`config.mk`:
```
export PLATFORM = sky130hd
export DESIGN_NAME = t_ff_divider_ctrl_flat
export DESIGN_NICKNAME = d
export VERILOG_FILES = /design/src/rtl/t_ff_divider_ctrl_pkg.sv /design/src/rtl/t_ff_divider_ctrl_if.sv /design/src/rtl/t_ff_divider_ctrl_stage.sv /design/src/rtl/t_ff_divider_ctrl.sv /design/src/flat_wrapper.sv
export SDC_FILE = /design/constraint.sdc
export NUM_CORES = 1
export LEC_CHECK = 0
export CORE_MARGIN = 8
export CORE_UTILIZATION = 55
export CTS_CLUSTER_DIAMETER = 80
export DETAILED_ROUTE_END_ITERATION = 6
export PLACE_DENSITY = 0.85
export RECOVER_POWER = 50
export REMOVE_ABC_BUFFERS = 1
export SLEW_MARGIN = 15
export SYNTH_ARGS = -nofsm -noshare
export SYNTH_HDL_FRONTEND = slang
export SYNTH_HIERARCHICAL = 1
export SYNTH_SLANG_ARGS = --single-unit
```
`constraint.sdc`:
```
create_clock -name clk -period 5.4 [get_ports clk]
set_clock_uncertainty 0.2 [all_clocks]
set_input_delay 1.08 -clock clk [delete_from_list [all_inputs] [get_ports clk]]
set_output_delay 1.08 -clock clk [all_outputs]
set_load 0.01 [all_outputs]
```
`src/rtl/t_ff_divider_ctrl_pkg.sv`:
```
// Shared encodings and defaults for the T flip-flop divider controller.
// The state enum reuses the numeric codes so that waveforms and other blocks agree on them.
package t_ff_ctrl_pkg;

    localparam int CNT_W_DEF = 8;

    localparam logic [1:0] ST_IDLE = 2'd0;
    localparam logic [1:0] ST_RUN  = 2'd1;
    localparam logic [1:0] ST_DONE = 2'd2;

    typedef enum logic [1:0] {
        S_IDLE = ST_IDLE,
        S_RUN  = ST_RUN,
        S_DONE = ST_DONE
    } state_t;

    function automatic logic is_zero(input logic [CNT_W_DEF-1:0] v);
        return (v == '0);
    endfunction

endpackage

```
`src/rtl/t_ff_divider_ctrl_if.sv`:
```
// Control/status bundle between the controlling logic (master) and the divider (slave).
interface t_ff_divider_ctrl_if #(
    parameter int CNT_W = 8
) ();
    logic             start;
    logic             stop;
    logic [CNT_W-1:0] div_val;
    logic [CNT_W-1:0] num_toggles;
    logic             t_out;
    logic             q;
    logic             qbar;
    logic             busy;
    logic             done;

    modport master (
        output start, stop, div_val, num_toggles,
        input  t_out, q, qbar, busy, done
    );

    modport slave (
        input  start, stop, div_val, num_toggles,
        output t_out, q, qbar, busy, done
    );
endinterface

```
`src/rtl/t_ff_divider_ctrl_stage.sv`:
```
// Rising-edge T flip-flop primitive with synchronous active-high reset.
module t_ff_stage (
    input  logic clk,
    input  logic rst,
    input  logic t,
    output logic q,
    output logic qbar
);
    logic q_q;
    logic q_d;

    always_comb begin
        q_d = t ? ~q_q : q_q;
    end

    always_ff @(posedge clk) begin
        if (rst) begin
            q_q <= 1'b0;
        end else begin
            q_q <= q_d;
        end
    end

    assign q    = q_q;
    assign qbar = ~q_q;
endmodule

```
`src/rtl/t_ff_divider_ctrl.sv`:
```
// Sequencer that strobes a T stage once every (div_val+1) cycles, for a
// programmed number of toggles or continuously until stopped.
module t_ff_divider_ctrl
    import t_ff_ctrl_pkg::*;
#(
    parameter int CNT_W = CNT_W_DEF
) (
    input  logic                clk,
    input  logic                rst,
    t_ff_divider_ctrl_if.slave  bus
);
    state_t           state_q,    state_d;
    logic [CNT_W-1:0] div_cnt_q,  div_cnt_d;
    logic [CNT_W-1:0] tog_left_q, tog_left_d;
    logic [CNT_W-1:0] div_lat_q,  div_lat_d;
    logic             cont_q,     cont_d;
    logic             busy_q,     busy_d;
    logic             done_q,     done_d;
    logic             t_out;

    // Gated by rst so no strobe escapes in the cycle a reset is being applied.
    assign t_out = (state_q == S_RUN) && (div_cnt_q == '0) && !bus.stop && !rst;

    always_comb begin
        state_d    = state_q;
        div_cnt_d  = div_cnt_q;
        tog_left_d = tog_left_q;
        div_lat_d  = div_lat_q;
        cont_d     = cont_q;

        case (state_q)
            S_IDLE: begin
                if (bus.start) begin
                    div_lat_d  = bus.div_val;
                    tog_left_d = bus.num_toggles;
                    cont_d     = (bus.num_toggles == '0);
                    div_cnt_d  = bus.div_val;
                    state_d    = S_RUN;
                end
            end
            S_RUN: begin
                if (bus.stop) begin
                    state_d = S_IDLE;
                end else if (div_cnt_q != '0) begin
                    div_cnt_d = div_cnt_q - 1'b1;
                end else begin
                    div_cnt_d = div_lat_q;
                    // Continuous runs leave tog_left untouched so it never wraps.
                    if (!cont_q) begin
                        tog_left_d = tog_left_q - 1'b1;
                        if (tog_left_q == CNT_W'(1)) begin
                            state_d = S_DONE;
                        end
                    end
                end
            end
            S_DONE: begin
                state_d = S_IDLE;
            end
            default: begin
                state_d = S_IDLE;
            end
        endcase

        busy_d = (state_d == S_RUN);
        done_d = (state_d == S_DONE);
    end

    always_ff @(posedge clk) begin
        if (rst) begin
            state_q    <= S_IDLE;
            div_cnt_q  <= '0;
            tog_left_q <= '0;
            div_lat_q  <= '0;
            cont_q     <= 1'b0;
            busy_q     <= 1'b0;
            done_q     <= 1'b0;
        end else begin
            state_q    <= state_d;
            div_cnt_q  <= div_cnt_d;
            tog_left_q <= tog_left_d;
            div_lat_q  <= div_lat_d;
            cont_q     <= cont_d;
            busy_q     <= busy_d;
            done_q     <= done_d;
        end
    end

    t_ff_stage u_stage (
        .clk  (clk),
        .rst  (rst),
        .t    (t_out),
        .q    (bus.q),
        .qbar (bus.qbar)
    );

    assign bus.t_out = t_out;
    assign bus.busy  = busy_q;
    assign bus.done  = done_q;
endmodule
```
`src/flat_wrapper.sv`:
```
// flat-port wrapper written by rule: the top's interface ports become plain ports
module t_ff_divider_ctrl_flat import t_ff_ctrl_pkg::*;
#(
    parameter int CNT_W = CNT_W_DEF
)
  (clk, rst, bus_start, bus_stop, bus_div_val, bus_num_toggles, bus_t_out, bus_q, bus_qbar, bus_busy, bus_done);
  t_ff_divider_ctrl_if #(.CNT_W(CNT_W)) bus_i ();
  input  logic clk;
  input  logic rst;
  input wire logic [$bits(bus_i.start)-1:0] bus_start;
  input wire logic [$bits(bus_i.stop)-1:0] bus_stop;
  input wire logic [$bits(bus_i.div_val)-1:0] bus_div_val;
  input wire logic [$bits(bus_i.num_toggles)-1:0] bus_num_toggles;
  output wire logic [$bits(bus_i.t_out)-1:0] bus_t_out;
  output wire logic [$bits(bus_i.q)-1:0] bus_q;
  output wire logic [$bits(bus_i.qbar)-1:0] bus_qbar;
  output wire logic [$bits(bus_i.busy)-1:0] bus_busy;
  output wire logic [$bits(bus_i.done)-1:0] bus_done;
  assign bus_i.start = bus_start;
  assign bus_i.stop = bus_stop;
  assign bus_i.div_val = bus_div_val;
  assign bus_i.num_toggles = bus_num_toggles;
  assign bus_t_out = bus_i.t_out;
  assign bus_q = bus_i.q;
  assign bus_qbar = bus_i.qbar;
  assign bus_busy = bus_i.busy;
  assign bus_done = bus_i.done;
  t_ff_divider_ctrl #(.CNT_W(CNT_W)) u_core (.clk(clk), .rst(rst), .bus(bus_i));
endmodule
```
# Yosys cells after proc, flatten, opt, wreduce, memory -nomap -nowiden
# Index checks and enable logic that the tools add are counted.
# Widths: inputs -> output; s select.
# classes
eq_ne	8
muxes	15
bitwise	1
reduce_logical	13
n_addsub	2
# op_table
operator	count
$mux 8	7
$pmux 8 s2	2
$logic_not 8->1	2
$sub 8x1->8 const B	2
$mux 2	5
$eq 8x1->1 const B	1
$ne 2x2->1 const B	4
$reduce_bool 8->1	1
$reduce_and 5->1	1
$eq 2x1->1 const B	2
$pmux 2 s2	1
$logic_and 1x1->1	3
$reduce_and 3->1	1
$eq 2x2->1 const B	1
$logic_not 1->1	2
$logic_not 2->1	1
$reduce_and 2->1	1
$reduce_bool 2->1	1
$not 1->1	1
# totals
ff_bits	30
inputBits	20
out_inout_bits	5

# Logic depth before layout (Yosys ltp)
# Gate-level depths: netlist of the first run.
# depth
word_depth	7
depth_mapped	8
mapped_depth_nobuf	7

# Modules after synthesis
# The synthesis of the first run kept the hierarchy.
# modules_own_cells
module	instances	cells_each	area_each_um2	seq_area_each_um2
t_ff_divider_ctrl	1	193	1627.8	580.6
t_ff_stage	1	4	36.3	20.0

# Worst setup path after synthesis of the first run
# No wires, ideal clock.
# synth_path
path_type	flip-flop to output port
startpoint	register u_core.div_cnt_q[0]
endpoint	output port bus_t_out
required_ps	4120
arrival_ps	1950
slack_ps	2170
path_stages_with_launch	7
cell_sequence	dfxtp_1 -> inv_1 -> ha_1 -> nand2b_1 -> or4_4 -> buf_6 -> nor4_1
# synth_between
elab_chain_len	4
# synth_lines
element	line	text
start: declaration	t_ff_divider_ctrl.sv:13	logic [CNT_W-1:0] div_cnt_q, div_cnt_d;
start signal: assignment	t_ff_divider_ctrl.sv:80	div_cnt_q <= div_cnt_d;
$logic_not 8->1	t_ff_divider_ctrl.sv:22	assign t_out = (state_q == S_RUN) && (div_cnt_q == '0) && !bus.stop && !rst;
$logic_and 1x1->1 (3 in series)	t_ff_divider_ctrl.sv:22	
end: declaration	flat_wrapper.sv:14	output wire logic [$bits(bus_i.t_out)-1:0] bus_t_out;
# Every way passes these cells.

# Worst setup path in the final report of the first run
# Same ends and word-level chain as after synthesis.

==> results of run 1 <==
## worst min path at each step
stage / to / depth (start not counted) / slack (ns)
after floorplan: u_core/cont_q / 2 / 0.24
after detailed placement: u_core/tog_left_q[7] / 2 / 0.27
after CTS: u_core/tog_left_q[7] / 2 / 0.29
final: u_core/tog_left_q[7] / 2 / 0.28
after global routing: u_core/tog_left_q[7] / 2 / 0.31
after global placement: u_core/tog_left_q[7] / 2 / 0.27
## power by group
| group | internal, mW | switching [mW] |
|---|---|---|
| clock network | 0.0971 | 0.0840 |
| registers | 0.238 | 0.0165 |
| logic | 0.0679 | 0.0834 |
| total | 0.403 | 0.184 |
## sequential cells by signal (all words and copies together) (netlist names)
| register | count |
|---|---|
| u_core/cont_q | 1 |
| u_core/div_cnt_q | 8 |
| u_core/tog_left_q | 8 |
| u_core/div_lat_q | 8 |
| u_core/u_stage/q | 1 |
| u_core/state_q | 2 |
| u_core/bus.busy | 1 |
| u_core/bus.done | 1 |
## logic make-up after synthesis
kind of cell | Yosys count
AO/OA/AOI/OAI | 55
XOR/XNOR | 4
adder cells (fa/ha/maj) | 4
buffers and inverters | 17
flip-flops | 30
multiplexers | 10
AND/OR/NAND/NOR | 77
## cells in the mapped netlist
cell type,number,share of area (%)
mux2i_1,9,5.4
or2_0,1,0.38
a221oi_1,2,1.1
o31ai_1,1,0.45
nor2b_1,2,0.75
a311o_1,1,0.60
or4_4,1,0.68
o211ai_1,3,1.4
nor2_1,22,5.0
a32o_1,2,1.2
a21oi_1,20,6.0
o21ai_0,8,2.4
and4_1,1,0.53
nor3b_1,2,0.90
a31oi_1,2,0.75
and2_1,2,0.75
nand2_1,10,2.3
and3_1,2,0.75
a211oi_1,4,1.8
o21ai_1,1,0.30
nand3_1,5,1.5
o211ai_2,2,1.5
and3b_1,3,1.6
mux2_2,1,0.68
nor3_1,8,2.4
nor3_4,1,0.98
o32ai_1,1,0.53
buf_6,2,1.4
clkbuf_1,9,2.0
nor4_1,5,1.9
xnor2_1,4,2.1
a22oi_1,1,0.45
a221oi_2,1,0.90
a21o_1,1,0.45
nand2b_1,5,1.9
or3_1,2,0.75
buf_2,1,0.30
inv_1,5,1.1
ha_1,4,3.0
a211oi_2,3,2.3
dfxtp_1,30,36
nand2_2,2,0.75
a2bb2oi_1,2,1.1
nand4_1,3,1.1
## cell type report
type | instances | area, um^2 | share of cell area [%]
multi-input combinational | 150 | 966 | 49.3
clock buffer | 5 | 37.5 | 1.91
tap | 33 | 41.3 | 2.11
clock inverter | 3 | 45.0 | 2.30
inverter | 5 | 18.8 | 0.957
timing repair buffer | 26 | 251 | 12.8
sequential | 30 | 601 | 30.6
## worst max-delay path, delay by kind of cell, from the launching register on
| kind | cells | cell delay, ns |
|---|---|---|
| DFF | 1 | 0.36 |
| adders and majority gates | 1 | 0.20 |
| buffers and inverters | 2 | 0.77 |
| and+or+nand+nor | 3 | 1.17 |
## routing by layer
metal	GRT usage (%)	routed length [um]	vias up
li1	-	-	770
met1	20.0	1730	729
met2	25.6	1880	46
met3	5.37	263	5
met4	8.55	61	0
met5	0	0	-
==> run summary, run 1 <==
reg2reg setup slack: 2.41 ns
Setup crit start kind: flip-flop
H-tree depth: 2
# port buffers: 24
Final Instance Count excl. Fillers: 252
RePlAce Congestion: 0.906
Setup TNS: 0 ns
CP max stage delay: 0.63 ns
DRT iter0 DRCs: 127
RSZ-0062 raised after global routing: false
Cell Area, Synth: 0.00166 mm^2
Sink Count: 30
post-synthesis xor/xnor area fraction: 2.11%
post-cts gate resize count: 0
Worst Hold Class: flip-flop to flip-flop
largest family of logic cells by synthesized area: simple AND/OR/NAND/NOR gates
vias in the first global route: 1445
Final period util: 76.2%
Vias/cell: 6.15
Setup WS post-layout: 1.29 ns
via count: 1550
Worst EP arrival: 2.83 ns
Crit Path Max Fanout: 11
hold_buf cts: 0
Hold Crit Start: u_core/tog_left_q[7]
DR DRC count: 0
CP Class: flip-flop to output port
largest net degree at the start of global routing: 30
clk_lat worst skew: 0.33 ns
Max Slew Vio Count: 0
R2R depth: 7
first-pass GRT wire length: 6680 um
Ys Warns: 6
dpl cells: 244
CP Cell Sequence: inv_1 > ha_1 > nand2b_1 > or4_4 > nor4_1 > clkdlybuf4s50_1
Tot GR Track Use: 16.6%
post-route cell area: 0.00196 mm^2
multiplexer share of the synthesized area: 6.09%
dpl hpwl: 2790 um
TritonCTS clock tree: done
Die Wd: 71.0 um
Post-Syn Instances: 197
most frequent cells in the layout: 30 x dfxtp_1, 22 x nor2_1, 21 x clkdlybuf4s50_1, 20 x a21oi_1, 10 x nand2_1
CTS root buffer: clkbuf_4
layout cell share with drive strength beyond 1: 8.22%
Routed WL: 3930 um
slowest CP cell: clkdlybuf4s50_1
final core occ: 66.4%
Total Power: 587 uW
leak pwr: 0.731 nW
Critical Path End Type: output port
Compound-Gate Fraction of Synth Area: 23.1%
pwr/cell area: 299 mW/mm^2
Diodes inserted: 0
I/O pin count: 25
min Tclk post-route: 4.11 ns
hold slack final: 0.284 ns
FP Rows: 20
Post-CTS Setup Bufs: 0
Pre-Repair DR Iteration Count: 4
Die Y: 71.0 um
Syn Area/Cell: 8.45 um^2
Setup crit end: bus_t_out
total CTS buffers: 5
VDD IR max: 163 uV
dpl ws: 1.50 ns
Fmax: 243 MHz
FF-to-FF Start: u_core/div_cnt_q[0]
area grow syn2layout: 17.8%
initial antenna violation count: 0
Worst EP required: 4.12 ns
max-cap violations: 0
CTS clock-pin slew for the worst setup and hold paths: 0.11 ns
Final Hold Vio Count: 0
reg2reg end: u_core/tog_left_q[1]
Slew @ Worst Pin: 1.03 ns
Synth cell types: 44
crit path launch: u_core/div_cnt_q[0]
Die Area: 0.00504 mm^2
Routed Antenna Nets: 0
Core Box Area: 0.00295 mm^2
Initial Utilization: 56.4%
total gr overflow: 0
commonest non-fill, non-tap cell in the layout: dfxtp_1
final-report setup violation count: 0
Seq/Total Area, Yosys: 36.1%
Final nets: 242
slew margin rel.: 31.3%
status: finished clean
post-synthesis simple-gate area fraction: 24.8%
Synth Area in Adders: 3.01%
Bufs on Longest Clock Path: 2
FILL cells: 247
Placed Area: 0.00190 mm^2
Seq cells post-synth: 30
average routed wire per standard cell: 15.6 um
Note: power is estimated with default switching activity, not from simulation.
==> run 2, diff against run 1 <==
- CORE_UTILIZATION: 55 -> 48
- PLACE_DENSITY: 0.85 -> 0.79
- clock period: 5.4 -> 3.45 ns (I/O delays scaled with it)
==> run 2 against run 1 <==
Sequential power up 56%. Register-to-register slack got worse by 1.8 ns. Worst setup slack got worse by 0.78 ns. Clock-buffer cell count grew 2. Routed wire length rose by 6.5%. Worst hold slack better by 0.0044 ns. Cell area increased by 2.2%. Sequential cell count unchanged. Combinational power increased by 69%. Cell count grew 7.1%. Core utilization is 6.3 points lower.
==> run summary, run 2 (synthesized netlist as in run 1, its figures left out) <==
status: finished clean
Die Area: 0.00561 mm^2 (+11%)
pwr/cell area: 422 mW/mm^2 (+41%)
Pre-Repair DR Iteration Count: 4 (unchanged)
initial antenna violation count: 0 (unchanged)
reg2reg setup slack: 0.62 ns (-1.79 ns)
commonest non-fill, non-tap cell in the layout: dfxtp_1
Worst Hold Path EP: u_core/cont_q
average routed wire per standard cell: 15.5 um (-0.64%)
Worst EP arrival: 2.05 ns (-0.78 ns)
Hold Crit Start: u_core/cont_q
max-cap violations: 0 (unchanged)
final core occ: 60.1% (-6.3 points)
hold_buf cts: 0 (unchanged)
layout cell share with drive strength beyond 1: 9.82% (+1.6 points)
I/O pin count: 25 (unchanged)
CTS root buffer: clkbuf_4
register share of total power: 47.1% (+3.7 points)
Routed Antenna Nets: 0 (unchanged)
hold path depth: 2 (unchanged)
clock power share: 22.7% (-8.2 points)
Post-CTS Setup Bufs: 0 (unchanged)
Die Y: 74.9 um (+5.5%)
Die Wd: 74.9 um (+5.5%)
# port buffers: 24 (unchanged)
dpl hpwl: 2930 um (+5.0%)
first-pass GRT wire length: 6940 um (+3.9%)
biggest regs: u_core/div_cnt_q x8, u_core/div_lat_q x8, u_core/tog_left_q x8
leak pwr: 0.766 nW (+4.8%)
via count: 1560 (+0.65%)
R2R depth: 8 (+1)
TritonCTS clock tree: done
NetSw: 279 uW (+52%)
final-report setup violation count: 0 (unchanged)
FP Rows: 21 (+5.0%)
Final Instance Count excl. Fillers: 270 (+7.1%)
Comb pwr share: 30.1% (+4.3 points)
Final nets: 248 (+2.5%)
most frequent cells in the layout: 30 x dfxtp_1, 22 x nor2_1, 20 x clkdlybuf4s50_1, 20 x a21oi_1, 10 x nand2_1
reg2reg end: u_core/tog_left_q[1]
largest net degree at the start of global routing: 30 (unchanged)
Worst EP required: 2.56 ns (-1.56 ns)
Worst Hold Class: flip-flop to flip-flop
vias in the first global route: 1463 (+1.2%)
Max Slew Vio Count: 0 (unchanged)
Final period util: 85.3%
Setup crit start kind: flip-flop
total CTS buffers: 5 (unchanged)
area grow syn2layout: 20.5%
slew margin rel.: 35.1% (+3.8 points)
CP Class: flip-flop to output port
FILL cells: 345 (+40%)
Bufs on Longest Clock Path: 2 (unchanged)
Sink Count: 30 (unchanged)
H-tree depth: 2 (unchanged)
dpl cells: 263 (+7.8%)
Vias/cell: 5.78 (-6.1%)
Initial Utilization: 49.9% (-6.5 points)
Tot GR Track Use: 16.1% (-0.49 points)
Diodes inserted: 0 (unchanged)
Routed WL: 4190 um (+6.5%)
min Tclk post-route: 2.94 ns
total gr overflow: 0 (unchanged)
Critical Path End Type: output port
clk_lat worst skew: 0.33 ns (about the same)
Fmax: 340 MHz
DRT iter0 DRCs: 186 (+46%)
RSZ-0062 raised after global routing: false
Core Box Area: 0.00334 mm^2 (+13%)
VDD IR max: 177 uV (+8.2%)
Crit Path Max Fanout: 4 (-7)
switching share of power: 33.1% (+1.7 points)
Setup TNS: 0 ns (unchanged)
RePlAce Congestion: 0.835 (-7.9%)
Slew @ Worst Pin: 0.966 ns (-0.0608 ns)
Final Hold Vio Count: 0 (unchanged)
FF-to-FF Start: u_core/div_cnt_q[1]
DR DRC count: 0 (unchanged)
CTS clock-pin slew for the worst setup and hold paths: 0.09 ns (-0.02 ns)
Pint: 566 uW (+40%)
## run 2: repair_timing
action,in CTS,in global routing
endpoints found under the setup margin,1,1
hold endpoints to repair,0,0
gates resized for setup,1,2
## run 2: worst max-delay path by stage
stage,endpoint,cells after the start,start,slack [ns]
floorplan,bus_t_out,5,u_core/div_cnt_q[0],0.66
global placement,bus_t_out,6,u_core/div_cnt_q[0],0.36
detailed placement,bus_t_out,6,u_core/div_cnt_q[1],0.31
CTS,bus_t_out,6,u_core/div_cnt_q[1],0.05
global route,bus_t_out,6,u_core/div_cnt_q[1],0.34
finish,bus_t_out,6,u_core/div_cnt_q[1],0.51
## run 2: layout make-up
class,instances,area (um^2),area share [%]
tap,46,57.6,2.87
clock buffer,7,45.0,2.25
sequential,30,601,30.0
multi-input combinational,150,987,49.3
timing repair buffer,32,295,14.7
inverter,5,18.8,0.936
## run 2: stage by stage
| step | hold slack, ns | power (mW) | area, um^2 | setup slack (ns) |
|---|---|---|---|---|
| CTS | 0.285 | 0.857 | 2010 | 0.0519 |
| detailed placement | 0.274 | 0.662 | 1960 | 0.312 |
| floorplan | 0.242 | 0.571 | 1600 | 0.665 |
| finish | 0.288 | 0.845 | 2000 | 0.508 |
| global placement | 0.269 | 0.657 | 1960 | 0.357 |
| global route | 0.314 | 0.898 | 2000 | 0.336 |
## run 2: power groups by stage
stage                     clock [mW]  sequential, mW  combinational, mW
after floorplan                    0           0.400              0.171
after global placement             0           0.404              0.253
after detailed placement           0           0.406              0.256
after CTS                      0.200           0.398              0.259
after global routing           0.217           0.402              0.279
final                          0.192           0.398              0.255
## run 2: worst max-delay path, cell delays in order, from the launching register on
cell and delay, ns:
dfxtp_1 0.35, inv_1 0.13, ha_1 0.20, nand2b_1 0.08, or4_4 0.51, nor4_4 0.25
dlymetal6s2s_1 0.20
## run 2: layer usage
metal | track usage (%) | up-vias | share of wire (%) | routed length (um)
li1 | - | 774 | - | -
met1 | 20.5 | 719 | 46 | 1910
met2 | 23.4 | 65 | 46 | 1930
met3 | 5.59 | 2 | 7.2 | 302
met4 | 7.83 | 0 | 0.96 | 40
met5 | 0 | - | 0 | 0
==> run 3, diff against run 2 <==
- PLACE_DENSITY: 0.79 -> 0.72
==> run 3 against run 2 <==
Cell count unchanged. Critical endpoint unchanged. Global-route usage decreased by 0.35 points. Worst hold slack lost 0.0034 ns. Register-to-register slack got worse by 0.06 ns.
==> run summary, run 3 (synthesized netlist as in run 1, its figures left out) <==
average routed wire per standard cell: 15.4 um (-0.43%)
initial antenna violation count: 0 (unchanged)
CTS clock-pin slew for the worst setup and hold paths: 0.10 ns (about the same)
most frequent cells in the layout: 30 x dfxtp_1, 22 x nor2_1, 20 x clkdlybuf4s50_1, 20 x a21oi_1, 10 x nand2_1
Critical Path End Type: output port
dpl ws: 0.322 ns (+0.00967 ns)
commonest non-fill, non-tap cell in the layout: dfxtp_1
FF+latch area: 601 um^2 (unchanged)
Final Instance Count excl. Fillers: 270 (unchanged)
crit path launch: u_core/div_cnt_q[0]
Fmax: 330 MHz (-3.0%)
Crit Path Max Fanout: 5 (+1)
TritonCTS clock tree: done
Worst EP required: 2.56 ns (about the same)
FF-to-FF Start: u_core/div_cnt_q[0]
Die Y: 74.9 um (unchanged)
Final nets: 247 (-0.40%)
final-report setup violation count: 0 (unchanged)
first-pass GRT wire length: 6860 um (-1.2%)
multi-input logic area: 978 um^2 (-0.89%)
Routed WL: 4170 um (-0.43%)
final core occ: 60.5% (+0.41 points)
biggest regs: u_core/div_cnt_q x8, u_core/div_lat_q x8, u_core/tog_left_q x8
via count: 1608 (+3.1%)
max-cap violations: 0 (unchanged)
Total Power: 913 uW (+8.0%)
slew margin rel.: 37.1% (+2.1 points)
FP Rows: 21 (unchanged)
RePlAce Congestion: 0.884 (+5.9%)
vias in the first global route: 1476 (+0.89%)
post-route cell area: 0.00202 mm^2 (+0.69%)
Setup crit start kind: flip-flop
Final period util: 87.9% (+2.7 points)
status: finished clean
Slew @ Worst Pin: 0.936 ns (-0.0306 ns)
RSZ-0062 raised after global routing: false
pwr/cell area: 452 mW/mm^2 (+7.3%)
min Tclk post-route: 3.03 ns (+0.0920 ns)
Pre-Repair DR Iteration Count: 4 (unchanged)
Diodes inserted: 0 (unchanged)
Hold Crit Start: u_core/cont_q
Placed Area: 0.00195 mm^2 (-0.38%)
Initial Utilization: 49.9% (unchanged)
Setup WS post-layout: 0.416 ns (-0.0920 ns)
I/O pin count: 25 (unchanged)
Core Box Area: 0.00334 mm^2 (unchanged)
VDD IR max: 245 uV (+39%)
Worst Hold Class: flip-flop to flip-flop
Die Wd: 74.9 um (unchanged)
DRT iter0 DRCs: 155 (-17%)
area grow syn2layout: 21.3%
Worst EP arrival: 2.14 ns (+0.09 ns)
leak pwr: 0.774 nW (+1.0%)
hold slack final: 0.285 ns (-0.00343 ns)
layout cell share with drive strength beyond 1: 10.3% (+0.45 points)
Max Slew Vio Count: 0 (unchanged)
Sink Count: 30 (unchanged)
FILL cells: 319 (-7.5%)
Die Area: 0.00561 mm^2 (unchanged)
Tot GR Track Use: 15.8% (-0.35 points)
dpl cells: 262 (-0.38%)
Vias/cell: 5.96 (+3.1%)
Routed Antenna Nets: 0 (unchanged)
# port buffers: 24 (unchanged)
largest net degree at the start of global routing: 30 (unchanged)
Setup TNS: 0 ns (unchanged)
H-tree depth: 2 (unchanged)
total CTS buffers: 5 (unchanged)
total gr overflow: 0 (unchanged)
CTS root buffer: clkbuf_4
clk_lat worst skew: 0.33 ns (about the same)
Bufs on Longest Clock Path: 2 (unchanged)
Final Hold Vio Count: 0 (unchanged)
CP Class: flip-flop to output port
dpl hpwl: 2990 um (+2.2%)
DR DRC count: 0 (unchanged)
[run 3: cell types whose count changed in the layout (fill, tap and decap cells not counted), sizes merged]
cell,before,now
buf,6,4
clkbuf,9,11
[run 3: final cells by class]
type / count / area share (%)
multi-input cells: 150 / 48.5
well taps: 46 / 2.85
repair buffers: 31 / 14.1
flip-flops and latches: 30 / 29.8
inverters: 5 / 0.930
clock buffers: 8 / 3.91
[run 3: report_power, final]
group / switching [mW] / total [mW] / internal, mW
Clock: 0.125 / 0.264 / 0.139
Combinational: 0.137 / 0.251 / 0.114
Sequential: 0.0252 / 0.398 / 0.373
[run 3: metal layers]
layer	part of all wire [%]	vias to the layer above	track usage, %
met4	1.0	0	4.57
met1	46	778	20.6
met2	46	46	24.2
met3	6.6	4	4.79
li1	-	780	-
met5	0	-	0
[run 3: final timing paths]
kind                                              to  slack [ns]  depth (start not counted)
worst max-delay path                       bus_t_out        0.42                          6
worst min-delay path                   u_core/cont_q        0.28                          2
worst max register to register  u_core/tog_left_q[1]        0.56                          8
worst min register to register         u_core/cont_q        0.28                          2
[run 3: repair_timing]
action / 4_1_cts / 5_1_grt
resized for setup: 1 / 1
hold endpoints to repair: 0 / 0
hold buffers: 0 / 0
setup buffers: 0 / 0
endpoints found under the setup margin: 1 / 1
[run 3: worst max-delay path, stage by stage, from the launching register on]
cell,delay [ns]
dfxtp_1,0.35
inv_1,0.16
ha_1,0.20
nand2b_1,0.08
or4_4,0.50
nor4_2,0.30
dlymetal6s2s_1,0.22
